**config.mk**
```make
export PLATFORM = sky130hd
export DESIGN_NAME = aes128_key_expansion
export DESIGN_NICKNAME = d
export VERILOG_FILES = /design/src/rtl/aes128_key_expansion.sv
export SDC_FILE = /design/constraint.sdc
export NUM_CORES = 1
export LEC_CHECK = 0
export CORE_ASPECT_RATIO = 1.4
export CORE_MARGIN = 5
export CORE_UTILIZATION = 40
export CTS_CLUSTER_SIZE = 20
export DETAILED_ROUTE_END_ITERATION = 6
export PLACE_DENSITY_LB_ADDON = 0.05
export SLEW_MARGIN = 20
export SYNTH_ARGS = -nofsm -noshare
export SYNTH_HDL_FRONTEND = slang
export SYNTH_SLANG_ARGS = --single-unit
```
**constraint.sdc**
```tcl
create_clock -name i_clk -period 12.3 [get_ports i_clk]
set_input_delay 1.23 -clock i_clk [delete_from_list [all_inputs] [get_ports i_clk]]
set_output_delay 1.23 -clock i_clk [all_outputs]
set_load 0.03 [all_outputs]
```
**src/rtl/aes128_key_expansion.sv**
```systemverilog
// AES-128 key schedule: emits round keys 0..10 over a valid/ready handshake.
// Define AES_KEYEXP_SUBWORD_PIPE_EN to register the SubWord output (two-cycle compute).

module aes128_sbox (
    input  logic [7:0] i_byte,
    output logic [7:0] o_byte
);
    localparam logic [255:0][7:0] SBOX = {
        8'h63, 8'h7c, 8'h77, 8'h7b, 8'hf2, 8'h6b, 8'h6f, 8'hc5,
        8'h30, 8'h01, 8'h67, 8'h2b, 8'hfe, 8'hd7, 8'hab, 8'h76,
        8'hca, 8'h82, 8'hc9, 8'h7d, 8'hfa, 8'h59, 8'h47, 8'hf0,
        8'had, 8'hd4, 8'ha2, 8'haf, 8'h9c, 8'ha4, 8'h72, 8'hc0,
        8'hb7, 8'hfd, 8'h93, 8'h26, 8'h36, 8'h3f, 8'hf7, 8'hcc,
        8'h34, 8'ha5, 8'he5, 8'hf1, 8'h71, 8'hd8, 8'h31, 8'h15,
        8'h04, 8'hc7, 8'h23, 8'hc3, 8'h18, 8'h96, 8'h05, 8'h9a,
        8'h07, 8'h12, 8'h80, 8'he2, 8'heb, 8'h27, 8'hb2, 8'h75,
        8'h09, 8'h83, 8'h2c, 8'h1a, 8'h1b, 8'h6e, 8'h5a, 8'ha0,
        8'h52, 8'h3b, 8'hd6, 8'hb3, 8'h29, 8'he3, 8'h2f, 8'h84,
        8'h53, 8'hd1, 8'h00, 8'hed, 8'h20, 8'hfc, 8'hb1, 8'h5b,
        8'h6a, 8'hcb, 8'hbe, 8'h39, 8'h4a, 8'h4c, 8'h58, 8'hcf,
        8'hd0, 8'hef, 8'haa, 8'hfb, 8'h43, 8'h4d, 8'h33, 8'h85,
        8'h45, 8'hf9, 8'h02, 8'h7f, 8'h50, 8'h3c, 8'h9f, 8'ha8,
        8'h51, 8'ha3, 8'h40, 8'h8f, 8'h92, 8'h9d, 8'h38, 8'hf5,
        8'hbc, 8'hb6, 8'hda, 8'h21, 8'h10, 8'hff, 8'hf3, 8'hd2,
        8'hcd, 8'h0c, 8'h13, 8'hec, 8'h5f, 8'h97, 8'h44, 8'h17,
        8'hc4, 8'ha7, 8'h7e, 8'h3d, 8'h64, 8'h5d, 8'h19, 8'h73,
        8'h60, 8'h81, 8'h4f, 8'hdc, 8'h22, 8'h2a, 8'h90, 8'h88,
        8'h46, 8'hee, 8'hb8, 8'h14, 8'hde, 8'h5e, 8'h0b, 8'hdb,
        8'he0, 8'h32, 8'h3a, 8'h0a, 8'h49, 8'h06, 8'h24, 8'h5c,
        8'hc2, 8'hd3, 8'hac, 8'h62, 8'h91, 8'h95, 8'he4, 8'h79,
        8'he7, 8'hc8, 8'h37, 8'h6d, 8'h8d, 8'hd5, 8'h4e, 8'ha9,
        8'h6c, 8'h56, 8'hf4, 8'hea, 8'h65, 8'h7a, 8'hae, 8'h08,
        8'hba, 8'h78, 8'h25, 8'h2e, 8'h1c, 8'ha6, 8'hb4, 8'hc6,
        8'he8, 8'hdd, 8'h74, 8'h1f, 8'h4b, 8'hbd, 8'h8b, 8'h8a,
        8'h70, 8'h3e, 8'hb5, 8'h66, 8'h48, 8'h03, 8'hf6, 8'h0e,
        8'h61, 8'h35, 8'h57, 8'hb9, 8'h86, 8'hc1, 8'h1d, 8'h9e,
        8'he1, 8'hf8, 8'h98, 8'h11, 8'h69, 8'hd9, 8'h8e, 8'h94,
        8'h9b, 8'h1e, 8'h87, 8'he9, 8'hce, 8'h55, 8'h28, 8'hdf,
        8'h8c, 8'ha1, 8'h89, 8'h0d, 8'hbf, 8'he6, 8'h42, 8'h68,
        8'h41, 8'h99, 8'h2d, 8'h0f, 8'hb0, 8'h54, 8'hbb, 8'h16
    };

    // First listed entry lands at the top packed index.
    assign o_byte = SBOX[8'hff - i_byte];
endmodule

module aes128_sub_word (
    input  logic [31:0] i_word,
    output logic [31:0] o_word
);
    for (genvar b = 0; b < 4; b++) begin : g_sbox
        aes128_sbox u_sbox (
            .i_byte(i_word[8*b +: 8]),
            .o_byte(o_word[8*b +: 8])
        );
    end
endmodule

module aes128_key_expansion #(
    parameter int NUM_ROUNDS = 10
) (
    input  logic         i_clk,
    input  logic         i_rst,
    input  logic         i_start,
    input  logic [127:0] i_key,
    output logic [127:0] o_roundKey,
    output logic         o_roundKeyValid,
    input  logic         i_roundKeyReady,
    output logic [3:0]   o_roundIndex,
    output logic         o_busy,
    output logic         o_done
);
    localparam logic [2:0] ST_IDLE     = 3'd0;
    localparam logic [2:0] ST_PRESENT  = 3'd1;
    localparam logic [2:0] ST_COMPUTE  = 3'd2;
    localparam logic [2:0] ST_DONE     = 3'd3;
`ifdef AES_KEYEXP_SUBWORD_PIPE_EN
    localparam logic [2:0] ST_COMPUTE2 = 3'd4;
`endif
    localparam logic [3:0] LAST_ROUND  = 4'(NUM_ROUNDS);

    logic [2:0]   state_q, state_d;
    logic [127:0] key_q, key_d;
    logic [3:0]   round_q, round_d;
    logic [7:0]   rcon_q, rcon_d;
    logic [31:0]  rot_w, sub_w, t_w;
    logic [31:0]  w0n, w1n, w2n, w3n;
    logic [7:0]   rcon_next;

    assign rot_w = {key_q[23:0], key_q[31:24]};

    aes128_sub_word u_sub_word (
        .i_word(rot_w),
        .o_word(sub_w)
    );

`ifdef AES_KEYEXP_SUBWORD_PIPE_EN
    logic [31:0] sub_q, sub_d;
    assign t_w = sub_q ^ {rcon_q, 24'h0};
`else
    assign t_w = sub_w ^ {rcon_q, 24'h0};
`endif

    assign w0n = key_q[127:96] ^ t_w;
    assign w1n = key_q[95:64]  ^ w0n;
    assign w2n = key_q[63:32]  ^ w1n;
    assign w3n = key_q[31:0]   ^ w2n;

    assign rcon_next = {rcon_q[6:0], 1'b0} ^ (rcon_q[7] ? 8'h1b : 8'h00);

    always_comb begin
        state_d = state_q;
        key_d   = key_q;
        round_d = round_q;
        rcon_d  = rcon_q;
`ifdef AES_KEYEXP_SUBWORD_PIPE_EN
        sub_d   = sub_q;
`endif
        unique case (state_q)
            ST_IDLE: begin
                if (i_start) begin
                    key_d   = i_key;
                    round_d = 4'd0;
                    rcon_d  = 8'h01;
                    state_d = ST_PRESENT;
                end
            end
            ST_PRESENT: begin
                if (i_roundKeyReady) begin
                    state_d = (round_q == LAST_ROUND) ? ST_DONE : ST_COMPUTE;
                end
            end
`ifdef AES_KEYEXP_SUBWORD_PIPE_EN
            ST_COMPUTE: begin
                sub_d   = sub_w;
                state_d = ST_COMPUTE2;
            end
            ST_COMPUTE2: begin
                key_d   = {w0n, w1n, w2n, w3n};
                round_d = round_q + 4'd1;
                rcon_d  = rcon_next;
                state_d = ST_PRESENT;
            end
`else
            ST_COMPUTE: begin
                key_d   = {w0n, w1n, w2n, w3n};
                round_d = round_q + 4'd1;
                rcon_d  = rcon_next;
                state_d = ST_PRESENT;
            end
`endif
            ST_DONE: begin
                state_d = ST_IDLE;
            end
            default: begin
                state_d = ST_IDLE;
            end
        endcase
    end

    always_ff @(posedge i_clk) begin
        if (i_rst) begin
            state_q <= ST_IDLE;
            key_q   <= '0;
            round_q <= '0;
            rcon_q  <= 8'h01;
`ifdef AES_KEYEXP_SUBWORD_PIPE_EN
            sub_q   <= '0;
`endif
        end else begin
            state_q <= state_d;
            key_q   <= key_d;
            round_q <= round_d;
            rcon_q  <= rcon_d;
`ifdef AES_KEYEXP_SUBWORD_PIPE_EN
            sub_q   <= sub_d;
`endif
        end
    end

    assign o_roundKey      = key_q;
    assign o_roundIndex    = round_q;
    assign o_roundKeyValid = (state_q == ST_PRESENT);
    assign o_done          = (state_q == ST_DONE);
    assign o_busy          = (state_q != ST_IDLE) && (state_q != ST_DONE);
endmodule
```
# [Word level (Yosys, flattened, before mapping)]
# Memories as Yosys holds them, arrays and structs flattened.
# Index checks and enable logic that the tools add are counted.
[classes] n_addsub=5 order_cmp=4 n_eq_ne=7 n_mux=15 bitwise=6 reduce_logical=6
[ops] operator="case mux 128 bit (2 select lines)" n=1
[ops] operator="bitwise XOR 32 bit" n=5
[ops] operator="two-way mux 128 bit" n=1
[ops] operator="two-way mux 8 bit" n=5
[ops] operator="< comparator 8 x 9 -> 1 bit, second input constant" n=4
[ops] operator="subtractor 8 bit, first input constant" n=4
[ops] operator="case mux 8 bit (2 select lines)" n=1
[ops] operator="case mux 3 bit (3 select lines)" n=1
[ops] operator="case mux 4 bit (2 select lines)" n=1
[ops] operator="bitwise XOR 8 x 5 -> 8 bit" n=1
[ops] operator="== test 3 x 2 -> 1 bit, second input constant" n=2
[ops] operator="two-way mux 3 bit" n=2
[ops] operator="two-way mux 5 bit" n=1
[ops] operator="adder 4 x 1 -> 4 bit, second input constant" n=1
[ops] operator="== test 4 bit, second input constant" n=1
[ops] operator="two-way mux 4 bit" n=1
[ops] operator="AND reduction 2 bit" n=2
[ops] operator="== test 3 x 1 -> 1 bit, second input constant" n=1
[ops] operator="zero test 3 bit" n=1
[ops] operator="!= test 3 x 2 -> 1 bit, second input constant" n=1
[ops] operator="nonzero test 3 bit" n=1
[ops] operator="!= test 2 x 1 -> 1 bit, second input constant" n=1
[ops] operator="!= test 2 bit, second input constant" n=1
[ops] operator="nonzero test 2 bit" n=1
[ops] operator="2 further kinds" n=2
[totals] ff_bits=143 rom_bits=8192 out_inout_bits=135 word_cells=51 n_memories=4
[mem_list] memory="(no name shown)" depth=256 word_bits=8 read_ports=1 rd_clocked_by_memory_dff=0 write_ports=0 line_no="44" rtl="assign o_byte = SBOX[8'hff - i_byte];"
[mem_list] memory="(no name shown)" depth=256 word_bits=8 read_ports=1 rd_clocked_by_memory_dff=0 write_ports=0 line_no="44"
[mem_list] memory="(no name shown)" depth=256 word_bits=8 read_ports=1 rd_clocked_by_memory_dff=0 write_ports=0 line_no="44"
[mem_list] memory="(no name shown)" depth=256 word_bits=8 read_ports=1 rd_clocked_by_memory_dff=0 write_ports=0 line_no="44"

# [Depth between registers and ports, before layout]
[logic_depth] word_depth=9 mapped_depth=16

# [Cells and area by module]
# A second synthesis with hierarchy kept.
[hier_totals] cells_unflattened=2910 hier_area_um2=20778.7
[modules_own_cells] module="aes128_sbox at u_sub_word.g_sbox[1].u_sbox ..." n_inst=3 cells_per_inst=507 area_per_inst_um2=3179.3 seq_area_each_um2=0.0
[modules_own_cells] module="aes128_key_expansion" n_inst=1 cells_per_inst=876 area_per_inst_um2=8040.2 seq_area_each_um2=2842.7
[modules_own_cells] module="aes128_sbox at u_sub_word.g_sbox[0].u_sbox" n_inst=1 cells_per_inst=513 area_per_inst_um2=3200.6 seq_area_each_um2=0.0

# [Worst setup path after synthesis]
# No wires, ideal clock.
[synth_timing] path_type="register to register" startpoint="register key_q[1] (netlist: o_roundKey[1])" endpoint="register key_q[77] (netlist: o_roundKey[77])" t_arrival_ns=4.221 slack_ns=7.976 stages_incl_launch_ff=15 n_path_buf=4 period_less_slack_ns=4.324 path_cell_list="dfxtp_1 > buf_2 > buf_2 > buf_2 > clkbuf_1 > inv_1 > ha_1 > nor2b_1 > nor2_1 > mux4_2 > mux2_2 > mux4_2 > xor2_1 > o21ai_1 > a2111oi_2"
[synth_between] elab_chain_cells=7
[synth_rtl] item="start, declared" line_no="83" rtl="logic [127:0] key_q, key_d;"
[synth_rtl] item="start signal, assigned" line_no="172" rtl="key_q <= key_d;"
[synth_rtl] item="subtractor 8 bit" line_no="44"
[synth_rtl] item="memory read (256 x 8 bit)"
[synth_rtl] item="two-way mux 8 bit (not written as such)" line_no="44"
[synth_rtl] item="bitwise XOR 32 bit" line_no="101" rtl="assign t_w = sub_w ^ {rcon_q, 24'h0};"
[synth_rtl] item="bitwise XOR 32 bit" line_no="104" rtl="assign w0n = key_q[127:96] ^ t_w;"
[synth_rtl] item="bitwise XOR 32 bit" line_no="105" rtl="assign w1n = key_q[95:64] ^ w0n;"
[synth_rtl] item="case mux 128 bit (2 select lines)" line_no="119" rtl="unique case (state_q)"
# Every way passes these cells. The select of a mux whose other input is x is not followed.
# A chain may end at the register's enable or synchronous reset.

# [Worst setup path after layout]
[layout_timing] startpoint="register key_q[24] (netlist: o_roundKey[24])" endpoint="register key_q[6] (netlist: o_roundKey[6])"
[layout_between] elab_chain_cells=9
[layout_rtl] item="subtractor 8 bit" line_no="44"
[layout_rtl] item="memory read (256 x 8 bit)"
[layout_rtl] item="two-way mux 8 bit (not written as such)" line_no="44"
[layout_rtl] item="bitwise XOR 32 bit" line_no="101"
[layout_rtl] item="bitwise XOR 32 bit" line_no="104"
[layout_rtl] item="bitwise XOR 32 bit" line_no="105"
[layout_rtl] item="bitwise XOR 32 bit" line_no="106" rtl="assign w2n = key_q[63:32] ^ w1n;"
[layout_rtl] item="bitwise XOR 32 bit" line_no="107" rtl="assign w3n = key_q[31:0] ^ w2n;"
[layout_rtl] item="case mux 128 bit (2 select lines)" line_no="119"
# Every way passes these cells. The select of a mux whose other input is x is not followed.

==> metrics <==
status=completed; post-route insts no fill=3801; share of the synthesized area in the top cell type=0.129; clock share of power=0.084; die height=288 um; Worst Tran Pin Value=1.11 ns; layout cells sized above 1=0.0689; unrepaired setup endpoints after global routing=false; CTS Hold Bufs=0; CTS sink count=142; switching share of power=0.570; number of CTS-inserted buffers=17; Async SR Flop Fraction=0; wirelength, routed=112 mm; I/O Buffers=266; fin util=0.461; Peak VDD IR=0.221 mV; Clock Latency Late Sink=0.45 ns; cells after synthesis=3094; GRT overflow=0; DRC errors left=0; Die ar.=59900 um2; Commonest cells post-synth=a21oi_1, nor2_1, nand2_1; H-tree depth=4; initial antenna violation count=7; crit share post-route=0.421; fmax=0.193 GHz; first-pass GRT wire length=165 mm; post-route design area=25100 um2; Max clock buf depth=2; post-CTS resize count=0; Int Power=2980 uW; mux cell area share after synthesis=0.0814; Global Route Usage Sum=0.349; Top FF cell, synth=dfxtp_1; largest family of logic cells by synthesized area=compound AO/OA/AOI/OAI gates; drt pass-1 iters=7; # IOs=267; crit end category=flop; Final Max Slew Viols=0; starting density of the core=0.405; CP Data Arrival Time=5.49 ns; Mapped Nets=3293; total power=6940 uW; largest net degree at the start of global routing=88; std cell rows=101; Seq cells post-synth=142; P_leak=0.00854 uW; Setup Viol. Count Final=0; crit path time final=5.18 ns; simple-gate share of the synthesized area=0.247; Hold/Removal Path Class=flop to flop; post-synthesis adder-cell area fraction=0.0390; Min-Delay Path Depth=2; TritonCTS clock tree=yes; placed insts=3764; P_sw=3950 uW; Compound-Gate Fraction of Synth Area=0.352; max cap viols=0; CP delay by family, top=buffers and inverters; flop2flop setup slack=7.12 ns; RePlAce Congestion=1.03; Final Skew=0.0162 ns; crit path cell chain=buf_4 > clkinv_1 > ha_1 > nand2b_1 > nand3_1 > o31ai_1 > mux4_2 > a21oi_1 > a21oi_1 > xnor2_2 > xnor3_1 > o2bb2ai_1; vias in the first global route=24900; wire per inst=29.4 um; Nets=3261; XOR/XNOR Fraction of Synth Area=0.0710; Post CTS Setup Buffer Count=0; CTS Root Cell=clkbuf_16; relative slew slack=0.255; share of power burned in registers=0.116; Die Wd=208 um; Syn-to-layout area delta=13.9%; ANT nets after route=0; combinational share of power=0.800; Area after DPL=24500 um2; Final Hold Violating Endpoints=0; Post-Syn Area=22000 um2; clock slew at reported path FFs=0.07 ns; core area=54500 um2; Top cell by count, worst path=a21oi_1; Post-DP HPWL=77.0 mm; Crit Path Max Fanout=37; most frequent cell after synthesis=a21oi_1; CP startpoint kind=flop; Layout fillers=5634; Crit path required time=12.61 ns; YS warnings=0; power per cell area=276 nW/um2; Yosys top cell by area=dfxtp_1; Synth Area per Inst=7.12 um2; DR vias=26700; EDFF count, synth=0; Netlist cell types=100; DR iter-0 viols=4467; CP Depth=12; setup TNS=0 ns; Seq/Total Area, Yosys=0.129; largest cells by area after synthesis=dfxtp_1, a21oi_1, mux4_2, nor2_1, o21ai_0; Crit path largest cell delay=1.03 ns; Reg2Reg Depth=12; Crit-path slowest cell=ha_1; Vias/cell=7.02; Buffers & Inverters on Critical Path=2; CP Class=flop to flop
[area by class of cell]
class	count	area, um2	share of cell area
diodes	5	12.5	0.000498
multi-input cells	2536	17400	0.695
inverters	45	171	0.00683
flip-flops and latches	142	2880	0.115
clock buffers	23	488	0.0194
clock inverters	9	133	0.00528
repair buffers	320	3070	0.122
well taps	721	902	0.0359
[tightest hold or removal path, delay by kind of cell, from the launching register on]
family | cells | cell delay (ns)
AOI/OAI and AO/OA | 1 | 0.05
DFF | 1 | 0.35
and+or+nand+nor | 1 | 0.07
[path summary, 6_finish.rpt]
check / from / endpoint
worst max-delay path: o_roundKey[24] / o_roundKey[6]
worst min-delay path: o_roundKey[105] / o_roundKey[105]
worst max register to register: o_roundKey[24] / o_roundKey[6]
worst min register to register: o_roundKey[105] / o_roundKey[105]
[placed cells by master, fill, tap and decap left out, types with 21 or more instances in the layout]
master / count
nor2b_1: 80
o22ai_1: 69
ha_1: 66
nor2_1: 237
a211o_1: 28
o211ai_1: 48
nor3b_1: 82
nor3_1: 102
nand2_1: 222
a221oi_1: 45
a21oi_1: 279
o31ai_1: 29
a311oi_1: 37
a22oi_1: 42
o21ai_0: 173
nand3_1: 79
clkdlybuf4s50_1: 265
a31oi_1: 69
and2_1: 35
xnor2_1: 91
nand2b_1: 97
o311ai_0: 31
or3_1: 21
inv_1: 33
xor2_1: 43
buf_4: 54
mux4_2: 51
mux2i_1: 54
a211oi_1: 66
dfxtp_1: 129
[flip-flops by register name, indices dropped and copies added, names as in the netlist]
name	count
rcon_q	8
o_roundIndex	4
o_roundKey	128
state_q	2
[per-layer routing]
layer	vias to the layer above	part of all wire	wire length, um	GRT usage
met5	-	0	0	0
met4	0	0.081	9060	0.225
met3	444	0.081	9050	0.0389
met2	1861	0.47	52200	0.580
met1	12700	0.37	41500	0.429
li1	11600	-	-	-
[stage by stage]
step	setup slack [ns]	hold WS, ns
5_1_grt	6.93	0.559
2_1_floorplan	7.98	0.508
4_1_cts	7.26	0.522
3_3_place_gp	7.35	0.499
6_report	7.12	0.518
3_5_place_dp	7.28	0.513
[power groups by stage]
stage	Clock, uW	Sequential, uW	Combinational, uW
after floorplan	0	903	3660
after global placement	0	808	5390
after detailed placement	0	811	5380
after CTS	589	802	5410
after global routing	603	828	5830
final	581	807	5550
[cell families (layout without fill, tap and decap cells)]
group	count (synthesis)	in the layout
AO/OA/AOI/OAI	1139	1139
XOR/XNOR	153	153
adder cells (fa/ha/maj)	69	69
buffers and inverters	416	397
flip-flops	142	142
multiplexers	114	114
other	0	5
AND/OR/NAND/NOR	1061	1061
Note: power is estimated with default switching activity, not from simulation.
